$ cat src/rtl/xain_pkg.sv
// Shared definitions for the ioctl streaming path.
//   streamer_state_t : state encoding of ioctl_streamer (IDLE must stay 0 so
//                      the reset value of the debug state port reads as 0)
//   IOCTL_ADDR_W     : byte address width on the ioctl bus
//   IOCTL_INDEX_W    : download slot index width
//   WORD_DATA_W      : host word width
//   WORD_W           : buffered entry width, {address, data}
//   word_byte()      : big-endian byte select, index 0 = bits [31:24]
package xain_pkg;

    localparam int IOCTL_ADDR_W  = 25;
    localparam int IOCTL_INDEX_W = 16;
    localparam int WORD_DATA_W   = 32;
    localparam int WORD_W        = IOCTL_ADDR_W + WORD_DATA_W;

    typedef enum logic [2:0] {
        ST_IDLE   = 3'd0,
        ST_ACTIVE = 3'd1,
        ST_EMIT   = 3'd2,
        ST_GAP    = 3'd3,
        ST_DRAIN  = 3'd4
    } streamer_state_t;

    function automatic logic [7:0] word_byte(input logic [WORD_DATA_W-1:0] w,
                                             input logic [1:0]             idx);
        logic [7:0] b;
        case (idx)
            2'd0:    b = w[31:24];
            2'd1:    b = w[23:16];
            2'd2:    b = w[15:8];
            default: b = w[7:0];
        endcase
        return b;
    endfunction

endpackage

$ cat src/rtl/ioctl_word_fifo.sv
// Small synchronous FIFO holding host words ({address, data}) for the
// streamer. The head entry is presented from a register so the consumer
// sees a clean, flop-driven word.
//   i_clk, i_rst_n : clock, asynchronous active-low reset
//   i_push, i_data : write one entry (caller must not push while full
//                    unless it also pops in the same cycle)
//   i_pop          : drop the head entry (ignored while empty)
//   o_full/o_empty : occupancy flags
//   o_head         : registered copy of the oldest entry
//   o_count        : current occupancy
module ioctl_word_fifo #(
    parameter int WIDTH = 57,
    parameter int DEPTH = 2
) (
    input  logic                       i_clk,
    input  logic                       i_rst_n,
    input  logic                       i_push,
    input  logic [WIDTH-1:0]           i_data,
    input  logic                       i_pop,
    output logic                       o_full,
    output logic                       o_empty,
    output logic [WIDTH-1:0]           o_head,
    output logic [$clog2(DEPTH+1)-1:0] o_count
);

    localparam int PW = (DEPTH > 1) ? $clog2(DEPTH) : 1;
    localparam int CW = $clog2(DEPTH + 1);

    logic [WIDTH-1:0] r_mem [DEPTH];
    logic [PW-1:0]    r_rd_ptr;
    logic [PW-1:0]    r_wr_ptr;
    logic [CW-1:0]    r_count;
    logic [WIDTH-1:0] r_head;

    logic             w_full;
    logic             w_empty;
    logic             w_push;
    logic             w_pop;
    logic [PW-1:0]    w_rd_nxt;
    logic [CW-1:0]    w_count_nxt;

    // Pointers wrap modulo DEPTH, which need not be a power of two.
    function automatic logic [PW-1:0] ptr_inc(input logic [PW-1:0] p);
        return (p == PW'(DEPTH - 1)) ? '0 : p + 1'b1;
    endfunction

    assign w_full      = (r_count == CW'(DEPTH));
    assign w_empty     = (r_count == '0);
    // Full + push is accepted only when the head leaves in the same cycle.
    assign w_push      = i_push && (!w_full || i_pop);
    assign w_pop       = i_pop && !w_empty;
    assign w_rd_nxt    = w_pop ? ptr_inc(r_rd_ptr) : r_rd_ptr;
    assign w_count_nxt = r_count + CW'(w_push) - CW'(w_pop);

    always_ff @(posedge i_clk) begin
        if (w_push) begin
            r_mem[r_wr_ptr] <= i_data;
        end
    end

    always_ff @(posedge i_clk or negedge i_rst_n) begin
        if (!i_rst_n) begin
            r_rd_ptr <= '0;
            r_wr_ptr <= '0;
            r_count  <= '0;
            r_head   <= '0;
        end else begin
            r_rd_ptr <= w_rd_nxt;
            r_count  <= w_count_nxt;
            if (w_push) begin
                r_wr_ptr <= ptr_inc(r_wr_ptr);
            end
            // The incoming word bypasses the array when it lands in the head slot.
            if (w_count_nxt == '0) begin
                r_head <= '0;
            end else if (w_push && (w_rd_nxt == r_wr_ptr)) begin
                r_head <= i_data;
            end else begin
                r_head <= r_mem[w_rd_nxt];
            end
        end
    end

    assign o_full  = w_full;
    assign o_empty = w_empty;
    assign o_head  = r_head;
    assign o_count = r_count;

endmodule

$ cat src/rtl/ioctl_streamer.sv
// Converts host 32-bit word writes into the byte-serial ioctl download bus
// used by rom_loader. Each word is split MSB-first into four byte strobes
// separated by WR_GAP idle cycles; bytes at or beyond the download length
// are dropped silently.
//   clk, reset_n            : clock, asynchronous active-low reset
//   dl_start/dl_end         : download open / host-finished pulses
//   dl_index, dl_length     : slot index and byte count, latched on dl_start
//   wr_valid/wr_ready       : host word handshake
//   wr_addr, wr_data        : word byte address and big-endian data
//   ioctl_download/_index   : download in progress / latched slot index
//   ioctl_wr/_addr/_data    : byte strobe with its address and data
//   ioctl_wait              : consumer back-pressure
//   o_dbg_state             : current FSM state
//
// Handshake: a word transfers on a rising clk edge where wr_valid and
// wr_ready are both high; wr_valid may be held, and wr_addr/wr_data must
// stay stable until that edge.
module ioctl_streamer
    import xain_pkg::*;
#(
    parameter int WR_GAP     = 3,
    parameter int FIFO_DEPTH = 2
) (
    input  logic                     clk,
    input  logic                     reset_n,
    input  logic                     dl_start,
    input  logic                     dl_end,
    input  logic [IOCTL_INDEX_W-1:0] dl_index,
    input  logic [IOCTL_ADDR_W-1:0]  dl_length,
    input  logic                     wr_valid,
    output logic                     wr_ready,
    input  logic [IOCTL_ADDR_W-1:0]  wr_addr,
    input  logic [WORD_DATA_W-1:0]   wr_data,
    output logic                     ioctl_download,
    output logic [IOCTL_INDEX_W-1:0] ioctl_index,
    output logic                     ioctl_wr,
    output logic [IOCTL_ADDR_W-1:0]  ioctl_addr,
    output logic [7:0]               ioctl_data,
    input  logic                     ioctl_wait,
    output streamer_state_t          o_dbg_state
);

    localparam int CW = $clog2(FIFO_DEPTH + 1);
    localparam int GW = (WR_GAP > 1) ? $clog2(WR_GAP) : 1;
    // A WR_GAP of 0 still spends one cycle in GAP.
    localparam logic [GW-1:0] GAP_LAST = GW'((WR_GAP > 0) ? WR_GAP - 1 : 0);

    streamer_state_t          r_state, w_state_nxt;
    logic [1:0]               r_cnt, w_cnt_nxt;
    logic [GW-1:0]            r_gap, w_gap_nxt;
    logic                     r_end_seen, w_end_nxt;
    logic                     r_download, w_download_nxt;
    logic [IOCTL_INDEX_W-1:0] r_index;
    logic [IOCTL_ADDR_W-1:0]  r_length;
    logic                     r_wr, w_wr_nxt;
    logic [IOCTL_ADDR_W-1:0]  r_addr;
    logic [7:0]               r_data;
    logic                     r_wr_ready;

    logic                     w_push;
    logic                     w_pop;
    logic                     w_emit;
    logic                     w_full;
    logic                     w_empty;
    logic [WORD_W-1:0]        w_head;
    logic [CW-1:0]            w_count;
    logic [CW-1:0]            w_count_nxt;
    logic [IOCTL_ADDR_W-1:0]  w_byte_addr;
    logic                     w_suppress;
    logic                     w_more;
    logic                     w_unused;

    assign w_push = wr_valid && r_wr_ready;

    ioctl_word_fifo #(
        .WIDTH (WORD_W),
        .DEPTH (FIFO_DEPTH)
    ) u_fifo (
        .i_clk   (clk),
        .i_rst_n (reset_n),
        .i_push  (w_push),
        .i_data  ({wr_addr, wr_data}),
        .i_pop   (w_pop),
        .o_full  (w_full),
        .o_empty (w_empty),
        .o_head  (w_head),
        .o_count (w_count)
    );

    // Word address low bits are replaced by the byte counter.
    assign w_unused    = ^w_head[WORD_DATA_W+1:WORD_DATA_W] ^ w_full;
    assign w_byte_addr = {w_head[WORD_W-1:WORD_DATA_W+2], r_cnt};
    assign w_suppress  = (w_byte_addr >= r_length);
    // Another word will be at the head after this pop, so skip ACTIVE and
    // keep the byte cadence unbroken across word boundaries.
    assign w_more      = (w_count > CW'(1)) || w_push;

    always_comb begin
        streamer_state_t adv_state;
        logic [1:0]      adv_cnt;
        logic            adv_pop;

        w_state_nxt    = r_state;
        w_cnt_nxt      = r_cnt;
        w_gap_nxt      = r_gap;
        w_end_nxt      = r_end_seen;
        w_download_nxt = r_download;
        w_wr_nxt       = 1'b0;
        w_emit         = 1'b0;
        w_pop          = 1'b0;

        // Step to the next byte, or retire the head word after byte 3.
        adv_pop = 1'b0;
        if (r_cnt != 2'd3) begin
            adv_state = ST_EMIT;
            adv_cnt   = r_cnt + 2'd1;
        end else begin
            adv_pop   = 1'b1;
            adv_cnt   = 2'd0;
            adv_state = w_more ? ST_EMIT : ST_ACTIVE;
        end

        if ((r_state != ST_IDLE) && dl_end) begin
            w_end_nxt = 1'b1;
        end

        case (r_state)
            ST_IDLE: begin
                if (dl_start) begin
                    w_download_nxt = 1'b1;
                    w_state_nxt    = ST_ACTIVE;
                end
            end
            ST_ACTIVE: begin
                if (!w_empty && !ioctl_wait) begin
                    w_cnt_nxt   = 2'd0;
                    w_state_nxt = ST_EMIT;
                end else if (w_empty && r_end_seen) begin
                    w_state_nxt = ST_DRAIN;
                end
            end
            ST_EMIT: begin
                if (!w_suppress) begin
                    w_wr_nxt    = 1'b1;
                    w_emit      = 1'b1;
                    w_gap_nxt   = '0;
                    w_state_nxt = ST_GAP;
                end else begin
                    w_state_nxt = adv_state;
                    w_cnt_nxt   = adv_cnt;
                    w_pop       = adv_pop;
                end
            end
            ST_GAP: begin
                if (r_gap != GAP_LAST) begin
                    w_gap_nxt = r_gap + 1'b1;
                end else if (!ioctl_wait) begin
                    w_state_nxt = adv_state;
                    w_cnt_nxt   = adv_cnt;
                    w_pop       = adv_pop;
                end
            end
            ST_DRAIN: begin
                if (!ioctl_wait) begin
                    w_download_nxt = 1'b0;
                    w_end_nxt      = 1'b0;
                    w_state_nxt    = ST_IDLE;
                end
            end
            default: begin
                w_state_nxt = ST_IDLE;
            end
        endcase
    end

    assign w_count_nxt = w_count + CW'(w_push) - CW'(w_pop);

    always_ff @(posedge clk or negedge reset_n) begin
        if (!reset_n) begin
            r_state <= ST_IDLE;
        end else begin
            r_state <= w_state_nxt;
        end
    end

    always_ff @(posedge clk or negedge reset_n) begin
        if (!reset_n) begin
            r_cnt      <= '0;
            r_gap      <= '0;
            r_end_seen <= 1'b0;
            r_download <= 1'b0;
            r_index    <= '0;
            r_length   <= '0;
            r_wr       <= 1'b0;
            r_addr     <= '0;
            r_data     <= '0;
            r_wr_ready <= 1'b0;
        end else begin
            r_cnt      <= w_cnt_nxt;
            r_gap      <= w_gap_nxt;
            r_end_seen <= w_end_nxt;
            r_download <= w_download_nxt;
            r_wr       <= w_wr_nxt;
            // wr_ready is registered, so it is computed from next-cycle state.
            r_wr_ready <= (w_count_nxt != CW'(FIFO_DEPTH)) && w_download_nxt && !w_end_nxt;
            if ((r_state == ST_IDLE) && dl_start) begin
                r_index  <= dl_index;
                r_length <= dl_length;
            end
            if (w_emit) begin
                r_addr <= w_byte_addr;
                r_data <= word_byte(w_head[WORD_DATA_W-1:0], r_cnt);
            end
        end
    end

    assign wr_ready       = r_wr_ready;
    assign ioctl_download = r_download;
    assign ioctl_index    = r_index;
    assign ioctl_wr       = r_wr;
    assign ioctl_addr     = r_addr;
    assign ioctl_data     = r_data;
    assign o_dbg_state    = r_state;

endmodule

$ cat config.mk
export PLATFORM = sky130hd
export DESIGN_NAME = ioctl_streamer
export DESIGN_NICKNAME = d
export VERILOG_FILES = /design/src/rtl/xain_pkg.sv /design/src/rtl/ioctl_word_fifo.sv /design/src/rtl/ioctl_streamer.sv
export SDC_FILE = /design/constraint.sdc
export NUM_CORES = 1
export LEC_CHECK = 0
export ABC_AREA = 1
export BUFFER_PORTS_ARGS = -buffer_cell sky130_fd_sc_hd__buf_2
export CAP_MARGIN = 20
export CORE_MARGIN = 2
export CORE_UTILIZATION = 30
export DETAILED_ROUTE_END_ITERATION = 10
export GPL_ROUTABILITY_DRIVEN = 0
export PLACE_DENSITY = 0.48
export SYNTH_ARGS = -nofsm -noshare
export SYNTH_HDL_FRONTEND = slang
export SYNTH_SLANG_ARGS = --single-unit
$ cat constraint.sdc
create_clock -name clk -period 5.38 [get_ports clk]
set_clock_uncertainty 0.1 [all_clocks]
set_input_delay 1.076 -clock clk [delete_from_list [all_inputs] [get_ports clk]]
set_output_delay 1.076 -clock clk [all_outputs]
set_load 0.03 [all_outputs]
==> flow_metrics.tcl <==
set metrics [dict create \
    outcome "finished, final reports clean" \
    coreArea_um2 38800 \
    synth_area_per_cell_um2 9.21 \
    synthTopCellsByCount "297 x nand2_1, 222 x inv_1, 172 x nand3_1" \
    cp_data_arrival_time_ns 4.48 \
    whs_ns 0.320 \
    crit_path_cell_trace "ha_1 > inv_1 > nor2_1 > nand2_2 > nand2_4 > nand2_4 > nand2_4 > buf_4 > nand3_1 > nand3_2 > buf_4 > nand2_1 > inv_1 > nor2_1" \
    wire_per_inst_um 15.9 \
    cp-start-kind "flop" \
    pin_count 159 \
    hp-class "in2async" \
    antenna_found_initial 1 \
    syn_area_um2 11800 \
    cp_common_cell "nand2_4" \
    htree_levels 1 \
    drtAntennaViolNets 0 \
    yosysSeqAreaShare_pct 58.3 \
    area_growth_pct 18.1 \
    start_util_pct 30.5 \
    path_clk_slew_ns 0.06 \
    relSlewSlack_pct 38.7 \
    vdd.ir_drop.worst_uv 265 \
    clock_latency_ns 0.58 \
    synth_top_area_share_pct 30.4 \
    cp.required_ns 5.74 \
    r2r_end "u_fifo.o_head[21]" \
    powerDensity_nw_per_um2 519 \
    r2r_slack_ns 1.26 \
    grt-ovfl-total 0 \
    die_h_um 203 \
    finalSetupViolCount 0 \
    reg2reg_depth 14 \
    cpMaxStageDelayCell "buf_4" \
    fin_util_pct 36.0 \
    grt_pass1_vias 8353 \
    hold_viol 0 \
    wirelength_um 31300 \
    diodes 0 \
    power.total_mw 7.26 \
    fillers 3987 \
    drt_iter0_markers 495 \
    p_leak_nw 7.24 \
    cts_root_buf "clkbuf_16" \
    numClockSinks 254 \
    port-buffer-count 156 \
    placed_cells 1911 \
    critPathCaptureType "flop" \
    finalCriticalPeriod_ns 4.12 \
    die_area_um2 41100 \
    die_w_um 203 \
    crit_buf_inv 4 \
    stdcell_count 1967 \
    r2r_start "r_cnt[1]" \
    drc_errors 0 \
    ys_ff_latch 254 \
    grt_pass1_wl_um 48900 \
    place_hpwl_um 19200 \
    grt_max_degree 58 \
    syn-num-nets 1424 \
    cts_buffer_depth 3 \
    rsz0062_at_grt "false" \
    path_class "reg2reg" \
    ys.flop_type "dfrtp_1" \
    tns_ns 0 \
    synth_edf_count 110 \
    worst_pin_slew_ns 0.918 \
    synth.most_common_cell "nand2_1" \
    cts_setup_buffers 0 \
    path_max_fanout 56 \
    cpPeakStageDelay_ns 0.62 \
    finalNetCount 1563 \
    period_share_pct 76.6 \
    vias 8597 \
    fmax_mhz 243 \
    dr.pass1.iters 4 \
    tritoncts "built" \
    synthTopCellsByArea "dfrtp_1 30%, edfxtp_1 28%, nand2_1 9.4%, nand3_1 7.3%, inv_1 7.0%" \
    synth-async-reset-ratio_pct 56.7 \
    critPathTopFamily "buffers and inverters" \
    post_cts_resized 0 \
    drive_above_1_share_pct 18.2 \
    maxCapViolations 0 \
    synth_cell_types 33 \
    synthCells 1286 \
    cts_buffers 30 \
    row_count 72 \
    slew_viol_final 0 \
    track_usage_pct 15.3 \
    yosys_warnings 0 \
    yosys.area.top_type "dfrtp_1" \
    routed_via_density 4.37 \
    hold_buffers 0 \
]
## cell families (layout without fill, tap and decap cells)
family / count (synthesis) / in the layout / share of synthesized area (%)
AND/OR/NAND/NOR: 601 / 601 / 22.1
buffers and inverters: 292 / 455 / 10.2
flip-flops: 254 / 254 / 58.3
AO/OA/AOI/OAI: 83 / 83 / 3.73
adder cells (fa/ha/maj): 34 / 34 / 3.59
multiplexers: 18 / 18 / 1.71
XOR/XNOR: 4 / 4 / 0.296
## how the worst max path moves through the flow
stage               depth (start not counted)            endpoint  slack (ns)       start
floorplan                                   5  u_fifo.r_mem[1][0]        0.92  ioctl_wait
global placement                           14   u_fifo.o_head[10]        1.25    r_cnt[1]
detailed placement                         14   u_fifo.o_head[10]        1.22    r_cnt[1]
CTS                                        14   u_fifo.o_head[21]        1.20    r_cnt[1]
global route                               14   u_fifo.o_head[10]        0.93    r_cnt[1]
finish                                     14   u_fifo.o_head[21]        1.26    r_cnt[1]
## final cells by class
class / count / area [um^2] / area share [%]
Clock inverter: 9 / 53.8 / 0.385
Tap cell: 518 / 648 / 4.63
Sequential cell: 254 / 6910 / 49.4
Timing Repair Buffer: 171 / 925 / 6.61
Multi-Input combinational cell: 740 / 3740 / 26.8
Clock buffer: 47 / 855 / 6.11
Inverter: 228 / 856 / 6.12
## registers in the layout, summed over array words and instances, names as in the netlist
signal and cells:
u_fifo.r_mem 110, u_fifo.o_head 55, ioctl_addr 25, r_length 25, ioctl_index 16, ioctl_data 8, o_dbg_state 3, r_cnt 2
r_gap 2, u_fifo.o_count 2, ioctl_download 1, ioctl_wr 1, r_end_seen 1, u_fifo.r_rd_ptr 1, u_fifo.r_wr_ptr 1, wr_ready 1
## where the power goes
part           total [mW]  internal (mW)  switching, mW
sequential           2.80           2.55          0.251
combinational        2.57          0.814           1.76
clock                1.88           1.08          0.801
## metrics by stage
step,setup slack (ns),area [um^2]
2_1_floorplan,0.924,11800
3_3_place_gp,1.25,13100
3_5_place_dp,1.22,13100
4_1_cts,1.20,14000
5_1_grt,0.933,14000
6_report,1.26,14000
## routing by layer
layer / routed length [um] / track usage (%) / share of wire (%)
met1: 14700 / 21.0 / 47
met2: 14500 / 25.2 / 46
met3: 1490 / 2.49 / 4.7
met4: 696 / 3.73 / 2.2
met5: 13 / 0 / 0.041
## cells in the final DEF, fill, tap and decap left out, drive strengths merged
master	Yosys	layout
o211ai	3	3
o21a	2	2
ha	34	34
or2	1	1
clkinvlp	0	1
xor2	1	1
clkinv	0	8
buf	42	171
nand2	303	303
clkbuf	22	47
a21boi	1	1
dfrtp	144	144
a21o	2	2
nand3	186	186
nand4	2	2
inv	228	228
nor3	3	3
nor2	105	105
edfxtp	110	110
a22oi	1	1
o21ai	31	31
a21oi	43	43
xnor2	3	3
mux2	18	18
nand3b	1	1
No activity file was read; power rests on OpenSTA's default activity.
